<file path="config.mk">
export PLATFORM = sky130hd
export DESIGN_NAME = shift_right_iterative
export DESIGN_NICKNAME = d
export VERILOG_FILES = /design/src/rtl/shift_right_iterative.sv
export SDC_FILE = /design/constraint.sdc
export NUM_CORES = 1
export LEC_CHECK = 0
export BUFFER_PORTS_ARGS = -buffer_cell sky130_fd_sc_hd__buf_2
export CAP_MARGIN = 5
export CORE_ASPECT_RATIO = 1.4
export CORE_UTILIZATION = 48
export DETAILED_ROUTE_END_ITERATION = 16
export GPL_ROUTABILITY_DRIVEN = 0
export PLACE_DENSITY_LB_ADDON = 0.12
export SYNTH_ARGS = -nofsm -noshare
export SYNTH_HDL_FRONTEND = slang
export SYNTH_SLANG_ARGS = --single-unit
</file>
<file path="constraint.sdc">
create_clock -name clk_i -period 2.6 [get_ports clk_i]
set_clock_uncertainty 0.05 [all_clocks]
set_input_delay 0.52 -clock clk_i [delete_from_list [all_inputs] [get_ports clk_i]]
set_output_delay 0.52 -clock clk_i [all_outputs]
set_load 0.005 [all_outputs]
</file>
<file path="src/rtl/shift_right_iterative.sv">
// Iterative right shifter: one bit per clock, logical or arithmetic fill.
// An accepted request loads the operand, shift count and fill bit; the unit
// then walks the operand right one position per edge until the count reaches
// zero, spends one more edge confirming completion, and pulses done_o.
module shift_right_iterative #(
  parameter int WIDTH = 32
) (
  input  logic                     clk_i,
  input  logic                     rst_ni,
  input  logic                     start_i,
  input  logic [WIDTH-1:0]         value_i,
  input  logic [$clog2(WIDTH)-1:0] shamt_i,
  input  logic                     arith_i,
  input  logic                     flush_i,
  output logic                     busy_o,
  output logic                     done_o,
  output logic [WIDTH-1:0]         value_o
);

  localparam int SHAMT_W = $clog2(WIDTH);

  typedef enum logic [1:0] {
    S_IDLE  = 2'd0,
    S_SHIFT = 2'd1,
    S_DONE  = 2'd2
  } state_t;

  state_t               r_state;
  state_t               w_next_state;
  logic [SHAMT_W-1:0]   r_count;
  logic                 r_fill;
  logic [WIDTH-1:0]     r_value;
  logic                 w_accept;
  logic                 w_count_zero;
  logic                 w_do_shift;

  // A new request is taken only when no operation is in flight; flush wins.
  assign w_accept     = start_i && !flush_i && (r_state != S_SHIFT);
  assign w_count_zero = (r_count == '0);
  assign w_do_shift   = !flush_i && (r_state == S_SHIFT) && !w_count_zero;

  // State register; reset drops any operation in flight.
  // NOTE: sequential state uses non-blocking (<=) so every flop samples
  // pre-edge values regardless of statement order.
  always_ff @(posedge clk_i or negedge rst_ni) begin
    if (!rst_ni) begin
      r_state <= S_IDLE;
    end else begin
      r_state <= w_next_state;
    end
  end

  // Next-state logic: flush forces IDLE from anywhere, DONE may chain
  // straight into another SHIFT when a request arrives in that cycle.
  // NOTE: the default assignment at the top keeps this block latch-free
  // even if a branch below forgets to assign w_next_state.
  always_comb begin
    w_next_state = r_state;
    if (flush_i) begin
      w_next_state = S_IDLE;
    end else begin
      unique case (r_state)
        S_IDLE:  if (w_accept) w_next_state = S_SHIFT;
        S_SHIFT: if (w_count_zero) w_next_state = S_DONE;
        S_DONE:  w_next_state = w_accept ? S_SHIFT : S_IDLE;
        default: w_next_state = S_IDLE;
      endcase
    end
  end

  // Output decode straight from the state register, so neither flag has a
  // combinational path from any input.
  always_comb begin
    busy_o = (r_state == S_SHIFT);
    done_o = (r_state == S_DONE);
  end

  // Datapath: load on accept, otherwise shift one bit per edge while the
  // count is non-zero. The fill bit is frozen at accept so later changes to
  // arith_i or to the shifting value cannot alter the sign extension.
  always_ff @(posedge clk_i or negedge rst_ni) begin
    if (!rst_ni) begin
      r_value <= '0;
      r_count <= '0;
      r_fill  <= 1'b0;
    end else if (w_accept) begin
      r_value <= value_i;
      r_count <= shamt_i;
      r_fill  <= arith_i & value_i[WIDTH-1];
    end else if (w_do_shift) begin
      r_value <= {r_fill, r_value[WIDTH-1:1]};
      r_count <= r_count - 1'b1;
    end
  end

  assign value_o = r_value;

endmodule

</file>
==> flow_summary.ini <==
[sta]
fin_ws_ps = 544
hold_viol = 0
fin_crit_sh_pct = 79.1
maxSlewViolCount = 0
tns_ps = 0
tightest_slew_ps = 879
max_freq_ghz = 0.486
fin_crit_ps = 2060
finalSetupViolCount = 0
rsz0062_at_grt = false
maxSlewHeadroom_pct = 41.4

[critical_path]
reg2reg_depth = 6
critPathMaxStageDelay_ps = 520
crit_arrival_ps = 2180
cp-start-kind = flip-flop
critical-path-top-delay-family = simple AND/OR/NAND/NOR gates
slowest_stage = or4b_1
path_cells = inv_1 -> ha_1 -> or4b_1 -> buf_4 -> and3_1 -> a221o_1
r2r-end = value_o[28]
rrSetupSlack_ps = 540
cp-end-kind = flip-flop
path_class = flip-flop to flip-flop
r2r-start = r_count[0]
cp_max_fo = 23
cp_data_required_time_ps = 2720
critPathBufInv = 2

[cts]
cts_resized = 0
cts_tree = built
cts_buffer_depth = 2
ctsHoldBuffers = 0
numCtsBuffers = 5
cts_setup_buffers = 0
cts_max_level = 2
clk_pin_slew_ps = 80
ctsRootBufferMaster = clkbuf_8
clk_latency_ps = 290
clock_sinks = 40

[layout]
nets = 295
syn_to_final_growth_pct = 26.2
num_antenna_cells = 0
fillCellCount = 344
drive_above_1_share_pct = 37.5
post-route-util_pct = 62.9

[yosys]
synth_warnings = 0
post_synth.cell_area_avg_um2 = 10.9
synth_nets = 221
syn-cell-area_mm2 = 0.00194
ys_seq_area_share_pct = 51.7
synth.distinct_cells = 29
synth_seq_cells = 40
synth_cells = 178

[floorplan]
dieArea_mm2 = 0.00430
die_h_um = 77.2
design.core.area_mm2 = 0.00388
die-width_um = 55.7
row_count = 27
start_util_pct = 49.9
io-pin-count = 76

[worst_hold_path]
hold_path_class = primary input to async pin

[place]
pre_cts_ws_ps = 556
hpwl_mm = 3.24
portBuffers = 75

[grt]
grt_pass1_vias = 1677
grt-ovfl-total = 0
grt_usage_pct = 24.0
grt_first_pass_wirelength_mm = 8.19
grt_max_degree = 41
antenna_found_initial = 0

[drt]
postRouteAntennaNets = 0
wl_per_cell_um = 16.3
initialDrtViolationCount = 132
via_count = 1769
totalWireLength_mm = 4.83
firstDrtPassIters = 4
drc = 0
viasPerCell = 5.98

[power_and_ir_drop]
power_leakage_uw = 0.00125
vdd_drop_max_mv = 0.543
power.density_mw_per_mm2 = 764

[flow_run]
cap_violations = 0

[status]
status = complete, no violations
[layout make-up]
class | count | area (um^2) | area share (%)
Clock buffer | 5 | 68.8 | 2.82
Clock inverter | 3 | 42.5 | 1.74
Inverter | 3 | 11.3 | 0.461
Multi-Input combinational cell | 119 | 831 | 34.0
Sequential cell | 40 | 1000 | 41.0
Tap cell | 43 | 53.8 | 2.20
Timing Repair Buffer | 83 | 435 | 17.8
[logic make-up after synthesis]
kind of cell	after synthesis	synth area share [%]
DFF	40	51.7
buffers and inverters	19	5.88
and+or+nand+nor	66	20.1
adders and majority gates	1	0.646
AOI/OAI and AO/OA	52	21.7
[routing by layer]
layer | track usage, % | vias to the layer above | share of wire (%)
li1 | - | 842 | -
met1 | 31.0 | 856 | 44
met2 | 40.6 | 65 | 49
met3 | 5.06 | 6 | 5.4
met4 | 6.25 | 0 | 1.1
met5 | 0 | - | 0
[registers in the layout (all words and copies together) (netlist names)]
name and count:
r_count 5, value_o 32, r_fill 1, r_state 2
[where the power goes]
group | total (uW) | internal [uW] | switching, uW
Sequential | 899 | 772 | 128
Combinational | 461 | 255 | 206
Clock | 507 | 284 | 223
[metrics by stage]
step                cells  area (um^2)  hold WS (ps)  total power [uW]
floorplan             178         1940           174              1140
CTS                   296         2440           314              1880
global placement      288         2330           452              1370
detailed placement    288         2330           444              1370
global route          296         2440           357              1980
finish                296         2440           293              1870
[worst max-delay path by stage]
stage               start           to  slack, ps  cells after the start
2_1_floorplan  r_count[0]   value_o[0]        710                      7
4_1_cts        r_count[0]  value_o[28]        540                      6
3_5_place_dp   r_count[0]  value_o[28]        560                      6
3_3_place_gp   r_count[1]  value_o[29]        590                      6
6_report       r_count[0]  value_o[28]        540                      6
5_1_grt        r_count[0]  value_o[28]        420                      6
[synth_stat cells]
cell type / count / area, um^2
nand3_1: 10 / 50.1
or3b_2: 1 / 8.76
a22oi_4: 1 / 21.3
nand2b_1: 2 / 12.5
and3_1: 24 / 150
nor2_1: 4 / 15.0
a221oi_1: 1 / 8.76
nor2b_1: 3 / 18.8
clkbuf_2: 1 / 5.00
nor3_1: 13 / 65.1
nand2_1: 3 / 11.3
inv_1: 3 / 11.3
nand4b_1: 1 / 8.76
or4b_1: 1 / 10.0
buf_6: 5 / 56.3
dfrtp_1: 40 / 1000
o21ai_0: 12 / 60.1
ha_1: 1 / 12.5
buf_2: 3 / 15.0
a221o_1: 24 / 240
nor3b_2: 1 / 12.5
a31oi_1: 11 / 68.8
nor4b_1: 1 / 8.76
or3_1: 1 / 6.26
clkbuf_1: 7 / 26.3
a21oi_1: 1 / 5.00
o31ai_1: 1 / 7.51
o41ai_1: 1 / 8.76
nand4bb_1: 1 / 11.3
[placed cells by master, fill, tap and decap left out, types with 2 or more instances in the layout]
cell / netlist / routed
a221o_1: 24 / 24
a31oi_1: 11 / 11
and3_1: 24 / 24
buf_2: 3 / 75
buf_4: 0 / 8
clkbuf_8: 0 / 5
dfrtp_1: 40 / 40
inv_1: 3 / 3
nand2_1: 3 / 3
nand2b_1: 2 / 2
nand3_1: 10 / 10
nor2_1: 4 / 3
nor2b_1: 3 / 3
nor3_1: 13 / 13
o21ai_0: 12 / 12
Power figures use the tool's default switching activity.
